File: src/rtl/tick_event_scheduler.sv
// Periodic event generator: per-channel tick counters feeding pending bits,
// drained through one round-robin arbitrated valid/ready event port.
module tick_event_scheduler #(
    parameter  int N_CH  = 4,
    parameter  int CNT_W = 8,
    localparam int CH_W  = $clog2(N_CH)
) (
    input  logic             clk,
    input  logic             rst_n,
    input  logic             tick,
    input  logic             cfg_we,
    input  logic [CH_W-1:0]  cfg_ch,
    input  logic [CNT_W-1:0] cfg_period,
    input  logic             cfg_en,
    output logic             ev_valid,
    input  logic             ev_ready,
    output logic [CH_W-1:0]  ev_ch,
    output logic [N_CH-1:0]  overrun,
    input  logic             overrun_clr
);

    typedef enum logic {IDLE, PRESENT} state_t;

    state_t            state;
    state_t            state_nxt;
    logic [CNT_W-1:0]  period [N_CH];
    logic [CNT_W-1:0]  cnt    [N_CH];
    logic [N_CH-1:0]   en;
    logic [N_CH-1:0]   pending;
    logic [N_CH-1:0]   pending_nxt;
    logic [N_CH-1:0]   ovr_set;
    logic [N_CH-1:0]   fire;
    logic [N_CH-1:0]   cfg_hit;
    logic [N_CH-1:0]   eligible;
    logic [N_CH-1:0]   gnt_mask;
    logic [CH_W-1:0]   last_grant;
    logic [CH_W-1:0]   gnt_ch;
    logic [CH_W-1:0]   idx_c;
    logic              gnt_found;
    logic              grant;

    assign ev_valid = (state == PRESENT);

    always_comb begin
        fire    = '0;
        cfg_hit = '0;
        for (int i = 0; i < N_CH; i++) begin
            cfg_hit[i] = cfg_we && (cfg_ch == CH_W'(i));
            fire[i]    = tick && en[i] && (period[i] != '0)
                         && (cnt[i] == period[i] - 1'b1);
        end
    end

    // A channel being rewritten this cycle drops its pending event, so it
    // must not be granted either.
    assign eligible = pending & ~cfg_hit;

    always_comb begin
        gnt_found = 1'b0;
        gnt_ch    = '0;
        idx_c     = '0;
        for (int k = 1; k <= N_CH; k++) begin
            idx_c = CH_W'((int'(last_grant) + k) % N_CH);
            if (!gnt_found && eligible[idx_c]) begin
                gnt_found = 1'b1;
                gnt_ch    = idx_c;
            end
        end
    end

    always_comb begin
        state_nxt = state;
        grant     = 1'b0;
        unique case (state)
            IDLE: begin
                if (gnt_found) begin
                    grant     = 1'b1;
                    state_nxt = PRESENT;
                end
            end
            PRESENT: begin
                if (ev_ready) begin
                    if (gnt_found) grant = 1'b1;
                    else           state_nxt = IDLE;
                end
            end
            default: state_nxt = IDLE;
        endcase
    end

    always_comb begin
        gnt_mask = '0;
        if (grant) gnt_mask[gnt_ch] = 1'b1;
    end

    // Priority per channel: config write, then a fire, then the grant.
    always_comb begin
        pending_nxt = pending;
        ovr_set     = '0;
        for (int i = 0; i < N_CH; i++) begin
            if (cfg_hit[i])       pending_nxt[i] = 1'b0;
            else if (fire[i])     pending_nxt[i] = 1'b1;
            else if (gnt_mask[i]) pending_nxt[i] = 1'b0;
            ovr_set[i] = fire[i] && pending[i]
                         && !gnt_mask[i] && !cfg_hit[i];
        end
    end

    always_ff @(posedge clk or negedge rst_n) begin
        if (!rst_n) begin
            state <= IDLE;
        end else begin
            state <= state_nxt;
        end
    end

    always_ff @(posedge clk or negedge rst_n) begin
        if (!rst_n) begin
            for (int i = 0; i < N_CH; i++) begin
                period[i] <= '0;
                cnt[i]    <= '0;
            end
            en         <= '0;
            pending    <= '0;
            overrun    <= '0;
            ev_ch      <= '0;
            last_grant <= CH_W'(N_CH - 1);
        end else begin
            for (int i = 0; i < N_CH; i++) begin
                if (cfg_hit[i]) begin
                    period[i] <= cfg_period;
                    en[i]     <= cfg_en;
                    cnt[i]    <= '0;
                end else if (tick && en[i] && period[i] != '0) begin
                    cnt[i] <= fire[i] ? '0 : cnt[i] + 1'b1;
                end
            end
            pending <= pending_nxt;
            overrun <= (overrun & ~{N_CH{overrun_clr}}) | ovr_set;
            if (grant) begin
                ev_ch      <= gnt_ch;
                last_grant <= gnt_ch;
            end
        end
    end

endmodule

File: config.mk
export PLATFORM = sky130hd
export DESIGN_NAME = tick_event_scheduler
export DESIGN_NICKNAME = d
export VERILOG_FILES = /design/src/rtl/tick_event_scheduler.sv
export SDC_FILE = /design/constraint.sdc
export NUM_CORES = 1
export LEC_CHECK = 0
export CAP_MARGIN = 20
export CORE_MARGIN = 2
export CORE_UTILIZATION = 50
export DETAILED_ROUTE_END_ITERATION = 8
export PLACE_DENSITY = 0.68
export SLEW_MARGIN = 20
export SYNTH_ARGS = -nofsm -noshare
export SYNTH_HDL_FRONTEND = slang
export SYNTH_SLANG_ARGS = --single-unit
export TNS_END_PERCENT = 1
File: constraint.sdc
create_clock -name clk -period 2.25 [get_ports clk]
set_clock_uncertainty 0.2 [all_clocks]
set_input_delay 0.45 -clock clk [delete_from_list [all_inputs] [get_ports clk]]
set_output_delay 0.45 -clock clk [all_outputs]
set_load 0.1 [all_outputs]
==> results.yml, run 1 <==
status:
  outcome: "complete, but fails checks"
  violations: "setup timing"
floorplan:
  rows: 35
  start_util_pct: 51.9
  ios: 24
  die-area_mm2: 0.0104
  die_w_um: 102
  core_mm2: 0.00928
  die_y_um: 102
power_and_ir_drop:
  p_leak_nw: 2.62
  ir_drop_uv: 422
  power.density_mw_per_mm2: 786
placement:
  numPortBuffers: 23
  place_area_mm2: 0.00565
  hpwlAfterDp_mm: 8.46
  gp_congestion: 0.923
critical_path:
  path_max_fanout: 7
  r2r_start: "period[24]$_DFFE_PN0N_"
  r2r_slack_ns: -0.07
  worstReg2RegEnd: "pending[0]$_DFFE_PN0P_"
  worstSetupPathType: "register to register"
  crit_required_ns: 2.32
  arrival_ns: 2.39
  crit_path_end_kind: "register"
  cp-start-kind: "register"
  rr_worst_depth: 9
timing:
  period_minus_slack_ns: 2.32
  tightest_slew_ns: 0.681
  setup_ws_ns: -0.0735
  setup_tns_ns: -0.350
  hold_viol: 0
  drv_slew: 0
  fin_crit_sh_pct: 103
  slew_headroom_pct: 54.6
  max_freq_mhz: 430
  setup_viol: 10
  rsz0062_at_grt: "true"
grt:
  antenna_found_initial: 0
  grt_max_degree: 52
  grt_pass1_wl_mm: 19.4
  grt_overflow: 0
  gr-usage-all-layers_pct: 23.8
  grt_pass1_vias: 4064
logic_synthesis:
  ys_warn_count: 0
  synthCells: 504
  syn_area_mm2: 0.00482
  syn_nets: 533
  ys_types: 70
  synth_seq_area_share_pct: 42.1
  ys_ff_latch: 81
  ys.flop_type: "dfrtp_1"
  synth_edf_count: 0
  syn_avg_cell_area_um2: 9.56
  ys_async_sr_fraction_pct: 100
layout:
  nets: 627
  final_common_cell: "buf_4"
  postLayoutCellArea_mm2: 0.00606
  nFillCells: 790
  final_cell_mix: "buf_4 (79), dfrtp_1 (78), nand2_1 (72)"
  n_antenna_cell: 0
  synthToLayoutAreaGrowth_pct: 25.7
  drive_gt1_share_pct: 28.7
  utilization_pct: 65.2
flow_run:
  cap_violations: 0
detailed_routing:
  first_iter_violations: 274
  vias: 4069
  drt_wl_total_mm: 11.6
  firstDrtPassIters: 5
  via_per_inst: 5.56
  ant_nets: 0
  route.detailed.drc: 0
  wl_per_cell_um: 15.8
clocking:
  clock_sinks: 81
  h-tree-depth: 3
  worstSkewPairLatency_ns: 0.35
  clockBufferDepth: 2
  cts-root-buf: "clkbuf_8"
  clk_pin_slew_ns: 0.08
  numCtsBuffers: 9
  cts_tree: "yes"
min_path:
  holdPathEnd: "en[1]$_DFFE_PN0N_"
  hold_depth: 2
  hp-class: "register to register"
  min_from: "en[1]$_DFFE_PN0N_"
-- how the worst max path moves through the flow --
stage / startpoint / endpoint / slack [ns] / cells past startpoint
5_1_grt: period[24]$_DFFE_PN0N_ / pending[0]$_DFFE_PN0P_ / -0.18 / 9
6_report: period[24]$_DFFE_PN0N_ / pending[0]$_DFFE_PN0P_ / -0.07 / 9
3_5_place_dp: cfg_ch[0] / overrun[2]$_DFF_PN0_ / -0.54 / 8
3_3_place_gp: cfg_ch[0] / overrun[0]$_DFF_PN0_ / -0.43 / 8
4_1_cts: period[24]$_DFFE_PN0N_ / pending[0]$_DFFE_PN0P_ / -0.02 / 7
2_1_floorplan: period[24]$_DFFE_PN0N_ / cnt[26]$_DFFE_PN0P_ / 0.0006 / 10
-- sequential cells by signal (all words and copies together) (netlist names) --
| name | cells |
|---|---|
| cnt | 32 |
| period | 32 |
| en | 4 |
| overrun | 4 |
| pending | 4 |
| ev_ch | 2 |
| last_grant | 2 |
| ev_valid | 1 |
-- through the flow --
stage	hold WS (ns)	setup WS, ns	total power [mW]	cells
finish	0.282	-0.0735	4.76	732
global route	0.310	-0.184	5.06	732
CTS	0.282	-0.0179	4.71	730
detailed placement	0.264	-0.540	3.59	711
global placement	0.264	-0.430	3.52	711
floorplan	-0.0456	0.000588	3.03	504
-- repair_timing --
| action | CTS | global route |
|---|---|---|
| setup endpoints to repair | 43 | 42 |
| buffers inserted | 2 | 2 |
| gates resized for setup | 15 | 23 |
| endpoints found under the hold margin | 47 | 0 |
| pin swaps | 3 | 17 |
| hold buffers | 1 | 0 |
-- cell families (layout without fill, tap and decap cells) --
logic type	count (synthesis)	count (layout)	share of synthesized area [%]
xor gates and xnor gates	61	61	11.1
buffers and inverters	28	127	2.44
and+or+nand+nor	209	209	22.0
AOI/OAI and AO/OA	84	84	12.5
adders and majority gates	12	12	3.12
muxes	29	29	6.75
DFF	81	81	42.1
-- power by group --
part / leakage [nW] / switching (mW) / internal (mW)
Sequential: 1.04 / 0.343 / 1.71
Combinational: 1.48 / 0.867 / 0.780
Clock: 0.0971 / 0.543 / 0.518
-- cells in the mapped netlist, drive strengths merged (3+ instances only) --
cell type	instances	area share, %
dfrtp	79	41
clkbuf	5	0.42
a21boi	3	0.47
nand2b	11	1.4
mux2	28	6.5
nor3	10	1.0
nor3b	3	0.47
or3	3	0.39
a21oi	17	1.8
nor2b	6	0.93
ha	12	3.1
nand3	23	2.5
nand2	75	6.1
and3	5	0.65
buf	8	0.86
o21ai	29	3.1
nor4	8	1.6
o31ai	3	0.57
inv	15	1.2
a31oi	4	0.52
xor2	30	5.5
o32ai	4	0.88
nand4	9	1.2
nor2	46	3.6
xnor2	31	5.6
-- worst max-delay path, cell delays in order, from the launching register on --
cell and delay (ns):
dfrtp_2 0.42, inv_2 0.09, ha_4 0.17, xnor2_1 0.07, a21oi_1 0.12, o21ai_1 0.09, a2111oi_2 0.42, o2111ai_2 0.32
buf_4 0.23, a21oi_2 0.12
-- per-layer routing --
metal | global-route usage (%) | wire length (um)
met3 | 4.86 | 442
met1 | 30.6 | 5120
met2 | 41.1 | 5800
met5 | 0 | 0
met4 | 6.56 | 203
-- layout make-up --
class                           instances  area (um^2)  area share [%]
Multi-Input combinational cell        395         2840            46.9
Sequential cell                        81         2030            33.5
Timing Repair Buffer                   96          776            12.8
Tap cell                              129          161            2.67
Clock buffer                           10          128            2.11
Clock inverter                          6         65.1            1.07
Inverter                               15         56.3           0.930
(Power assumes the default switching activity.)
==> run 2: changes to the inputs <==
CTS_CLUSTER_DIAMETER = 80   (was default)
MAX_ROUTING_LAYER = met4   (was default)
==> run 2 against run 1 <==
Compared with the run above:
- the flow still finishes with violations (setup timing)
- worst hold slack about the same
- setup slack worse by 0.0086 ns
- combinational power about the same
- non-clock buffer count up 2
- power up 5.3%
- clock power up 23%
- largest cell class unchanged
- highest routed layer unchanged
==> results.yml, run 2 (synthesis results as in run 1) <==
critical_path:
  worstSetupPathType: "register to register"
  crit_path_end_kind: "register"
  cpMostUsedCell: "o21ai_1"
  path_max_fanout: 4
  arrival_ns: 2.40
  r2r_slack_ns: -0.08
  cp-start-kind: "register"
  worstPathCellList: "xor2_2 -> o21ai_1 -> o21ai_0 -> nand3_1 -> a21oi_2 -> o21ai_1 -> o32ai_2"
  max_stage_delay_ns: 0.59
  crit_required_ns: 2.32
  crit_slowest_cell: "dfstp_2"
grt:
  grt_max_degree: 33
  grt_overflow: 0
  grtUsageMet3_pct: 3.76
  antenna_found_initial: 0
  use_met2_pct: 37.9
  grt.busiest_layer: "met2"
  grt_pass1_wl_mm: 19.0
  gr-usage-all-layers_pct: 24.0
  grt_pass1_vias: 3903
  met1_usage_pct: 32.4
layout:
  utilization_pct: 66.2
  drive_gt1_share_pct: 30.2
  final_common_cell: "buf_4"
  nets: 629
  final_cell_mix: "buf_4 (81), dfrtp_1 (78), nand2_1 (73)"
  nFillCells: 740
  synthToLayoutAreaGrowth_pct: 27.6
  multiInputGateArea_mm2: 0.00286
  stdcell_count: 734
  regArea_mm2: 0.00203
  n_antenna_cell: 0
  reg.largest.list: "cnt x32, period x32"
timing:
  max_freq_mhz: 429
  fin_crit_sh_pct: 104
  slew_headroom_pct: 60.7
  rsz0062_at_grt: "true"
  setup_ws_ns: -0.0821
  setup_tns_ns: -0.948
  setup_viol: 20
  drv_slew: 0
  tightest_slew_ns: 0.582
  period_minus_slack_ns: 2.33
  hold_viol: 0
detailed_routing:
  first_iter_violations: 236
  via_per_inst: 5.49
  ant_nets: 0
  vias: 4031
  wl_per_cell_um: 15.7
  drt_wl_total_mm: 11.5
  firstDrtPassIters: 5
  route.detailed.drc: 0
placement:
  hpwlAfterDp_mm: 8.23
  gp_congestion: 0.912
  dp_cells: 714
  numPortBuffers: 23
  dp_worst_setup_slack_ns: -0.431
floorplan:
  ios: 24
  start_util_pct: 51.9
  core_mm2: 0.00928
  rows: 35
  die_w_um: 102
  die-area_mm2: 0.0104
  die_y_um: 102
clocking:
  clk_pin_slew_ns: 0.08
  h-tree-depth: 3
  clockBufferDepth: 2
  numCtsBuffers: 9
  clock_sinks: 81
  cts-root-buf: "clkbuf_8"
  cts_tree: "yes"
  worstSkewPairLatency_ns: 0.36
power_and_ir_drop:
  p_total_mw: 5.01
  power.density_mw_per_mm2: 815
  ir_drop_uv: 417
  p_leak_nw: 2.68
status:
  violations: "setup timing"
  outcome: "complete, but fails checks"
flow_run:
  cap_violations: 0
min_path:
  hp-class: "register to register"
run 2: power breakdown:
group	internal (mW)	switching (mW)
clock network	0.745	0.557
registers	1.71	0.325
logic	0.798	0.880
total	3.25	1.76
run 2: critical path: cells and delay by family, from the launching register on:
family | cells | cell delay, ns
simple gates | 1 | 0.17
flops | 1 | 0.59
xor+xnor | 1 | 0.25
compound gates | 5 | 1.03
run 2: routing by layer:
layer  vias up  part of all wire [%]
met5         -                     0
met4         0                   1.7
met3        22                   3.2
met2        78                    49
met1      1971                    46
li1       1960                     -
run 2: final cells by class:
class,instances,share of cell area (%)
clock inverter,6,1.87
sequential,81,33.0
tap,129,2.63
clock buffer,10,2.08
multi-input combinational,395,46.6
timing repair buffer,98,12.9
inverter,15,0.916
run 2: worst paths after layout:
| path | cells past startpoint | end | start |
|---|---|---|---|
| worst max-delay path | 7 | overrun[0]$_DFF_PN0_ | last_grant[0]$_DFFE_PN1P_ |
| worst min-delay path | 2 | ev_ch[1]$_DFFE_PN0P_ | ev_ch[1]$_DFFE_PN0P_ |
| worst max register to register | 7 | overrun[0]$_DFF_PN0_ | last_grant[0]$_DFFE_PN1P_ |
| worst min register to register | 2 | ev_ch[1]$_DFFE_PN0P_ | ev_ch[1]$_DFFE_PN0P_ |
| max in group asynchronous | 3 | last_grant[1]$_DFFE_PN1P_ | rst_n |
| min in group asynchronous | 2 | cnt[22]$_DFFE_PN0P_ | rst_n |
run 2: repair_timing:
action	in CTS	in global routing
hold buffers	1	0
gates resized for setup	20	25
hold endpoints to repair	27	0
pin swaps	4	18
buffers inserted	0	3
setup endpoints to repair	32	42
run 2: stage by stage:
step | cell area (um^2) | hold slack (ns)
CTS | 6020 | 0.289
global route | 6150 | 0.326
detailed placement | 5670 | 0.225
floorplan | 4820 | -0.0456
global placement | 5670 | 0.218
finish | 6150 | 0.282
==> run 3: changes to the inputs <==
GPL_TIMING_DRIVEN = 0   (was default)
PLACE_DENSITY = 0.65   (was 0.68)
clock period = 2.9 ns   (was 2.25 ns; I/O delays follow)
==> run 3 against run 2 <==
Compared with the run above:
- the run now ends clean
- largest power group unchanged
- largest cell class unchanged
- core utilization is 7.4 points lower
- flip-flop and latch count stayed put
- critical endpoint is now pending[3]$_DFFE_PN0P_
- worst hold slack worse by 0.24 ns
==> results.yml, run 3 (synthesis results as in run 1) <==
floorplan:
  die-area_mm2: 0.0104
  start_util_pct: 51.9
  die_y_um: 102
  die_w_um: 102
  rows: 35
  core_mm2: 0.00928
  ios: 24
clocking:
  cts_tree: "yes"
  clock_sinks: 81
  postCtsHoldBufs: 0
  h-tree-depth: 3
  clk_pin_slew_ns: 0.09
  worstSkewPairLatency_ns: 0.35
  clockBufferDepth: 2
  numCtsBuffers: 9
  cts-root-buf: "clkbuf_8"
timing:
  setup_viol: 0
  slew_headroom_pct: 35.0
  fin_crit_sh_pct: 91.4
  period_minus_slack_ns: 2.65
  drv_slew: 0
  rsz0062_at_grt: "false"
  setup_tns_ns: 0
  max_freq_mhz: 377
  tightest_slew_ns: 0.972
  hold_viol: 0
detailed_routing:
  drt_wl_total_mm: 10.6
  route.detailed.drc: 0
  first_iter_violations: 147
  via_per_inst: 5.63
  ant_nets: 0
  wl_per_cell_um: 15.8
  vias: 3778
  firstDrtPassIters: 4
critical_path:
  max_stage_delay_ns: 0.59
  crit_path_end_kind: "register"
  crit_family: "simple AND/OR/NAND/NOR gates"
  worstSetupPathType: "input pin to register"
  path_max_fanout: 6
  crit_buf_inv: 2
  worstPathCellList: "clkdlybuf4s50_1 -> nor2b_1 -> and2_1 -> buf_2 -> or3_1 -> a21oi_1 -> or3b_4 -> o21ai_0 -> a21boi_1"
  crit_slowest_cell: "clkdlybuf4s50_1"
  arrival_ns: 2.66
  cp-start-kind: "input pin"
  crit_required_ns: 2.91
power_and_ir_drop:
  p_total_mw: 3.64
  power.density_mw_per_mm2: 667
  ir_drop_uv: 296
  p_leak_nw: 2.29
grt:
  grt_overflow: 0
  grt_pass1_wl_mm: 17.9
  grt_max_degree: 48
  gr-usage-all-layers_pct: 22.5
  antenna_found_initial: 0
  grt_pass1_vias: 3712
min_path:
  hp-class: "input pin to asynchronous set/reset pin"
layout:
  final_cell_mix: "dfrtp_1 (78), nand2_1 (73), nor2_1 (45)"
  stdcell_count: 671
  nets: 566
  utilization_pct: 58.8
  nFillCells: 844
  n_antenna_cell: 0
  postLayoutCellArea_mm2: 0.00546
  synthToLayoutAreaGrowth_pct: 13.3
  reg.largest.list: "cnt x32, period x32"
  final_common_cell: "dfrtp_1"
  drive_gt1_share_pct: 14.2
placement:
  dp_cells: 655
  numPortBuffers: 21
  gp_congestion: 0.876
  hpwlAfterDp_mm: 7.93
  place_area_mm2: 0.00521
flow_run:
  cap_violations: 0
status:
  outcome: "completed"
[run 3: area by class of cell]
| class | count | area, um^2 | area share, % |
|---|---|---|---|
| tap | 129 | 161 | 2.96 |
| inverter | 15 | 56.3 | 1.03 |
| multi-input combinational | 395 | 2670 | 48.9 |
| buffer | 13 | 61.3 | 1.12 |
| timing repair buffer | 22 | 228 | 4.17 |
| clock buffer | 10 | 138 | 2.52 |
| sequential | 81 | 2030 | 37.2 |
| clock inverter | 6 | 113 | 2.06 |
[run 3: worst paths after layout]
kind	slack (ns)	cells after the start	start	endpoint
min	0.04	1	rst_n	cnt[19]$_DFFE_PN0P_
max in group asynchronous	1.80	2	rst_n	last_grant[0]$_DFFE_PN1P_
min reg2reg	0.29	2	ev_ch[1]$_DFFE_PN0P_	ev_ch[1]$_DFFE_PN0P_
max reg2reg	0.26	10	period[25]$_DFFE_PN0N_	cnt[31]$_DFFE_PN0P_
min in group clk	0.29	2	ev_ch[1]$_DFFE_PN0P_	ev_ch[1]$_DFFE_PN0P_
max	0.25	9	cfg_we	pending[3]$_DFFE_PN0P_
[run 3: repair_timing]
item / in CTS / in global routing
resized for setup: 0 / 1
buffers inserted: 0 / 0
endpoints found under the setup margin: 0 / 6
[run 3: metrics by stage]
stage	setup slack, ns	hold slack [ns]
2_1_floorplan	0.573	0.0844
3_3_place_gp	-1.86	0.261
3_5_place_dp	-0.115	0.277
4_1_cts	0.185	0.0502
5_1_grt	0.0339	0.0769
6_report	0.249	0.0374
[run 3: worst reg2reg max path, stage by stage, from the launching register on]
cell and delay [ns]:
dfrtp_1 0.47, inv_1 0.11, ha_1 0.19, clkbuf_2 0.16, xnor2_1 0.14, a21oi_1 0.12
o21ai_0 0.12, a2111oi_2 0.40, o2111ai_2 0.31, o21ai_2 0.22, nor2_1 0.09
[run 3: routing by layer]
layer / up-vias / track usage (%) / wire length, um / share of wire (%)
met5: - / - / 0 / 0
li1: 1845 / - / - / -
met4: 0 / 6.36 / 191 / 1.8
met1: 1871 / 30.3 / 5050 / 48
met2: 45 / 36.1 / 5070 / 48
met3: 17 / 2.94 / 267 / 2.5
[run 3: power breakdown]
part	leakage, nW	total, mW	internal, mW	switching, mW
clock	0.127	1.03	0.599	0.429
combinational	1.12	1.02	0.444	0.575
sequential	1.04	1.59	1.32	0.271
total	2.29	3.64	2.37	1.27
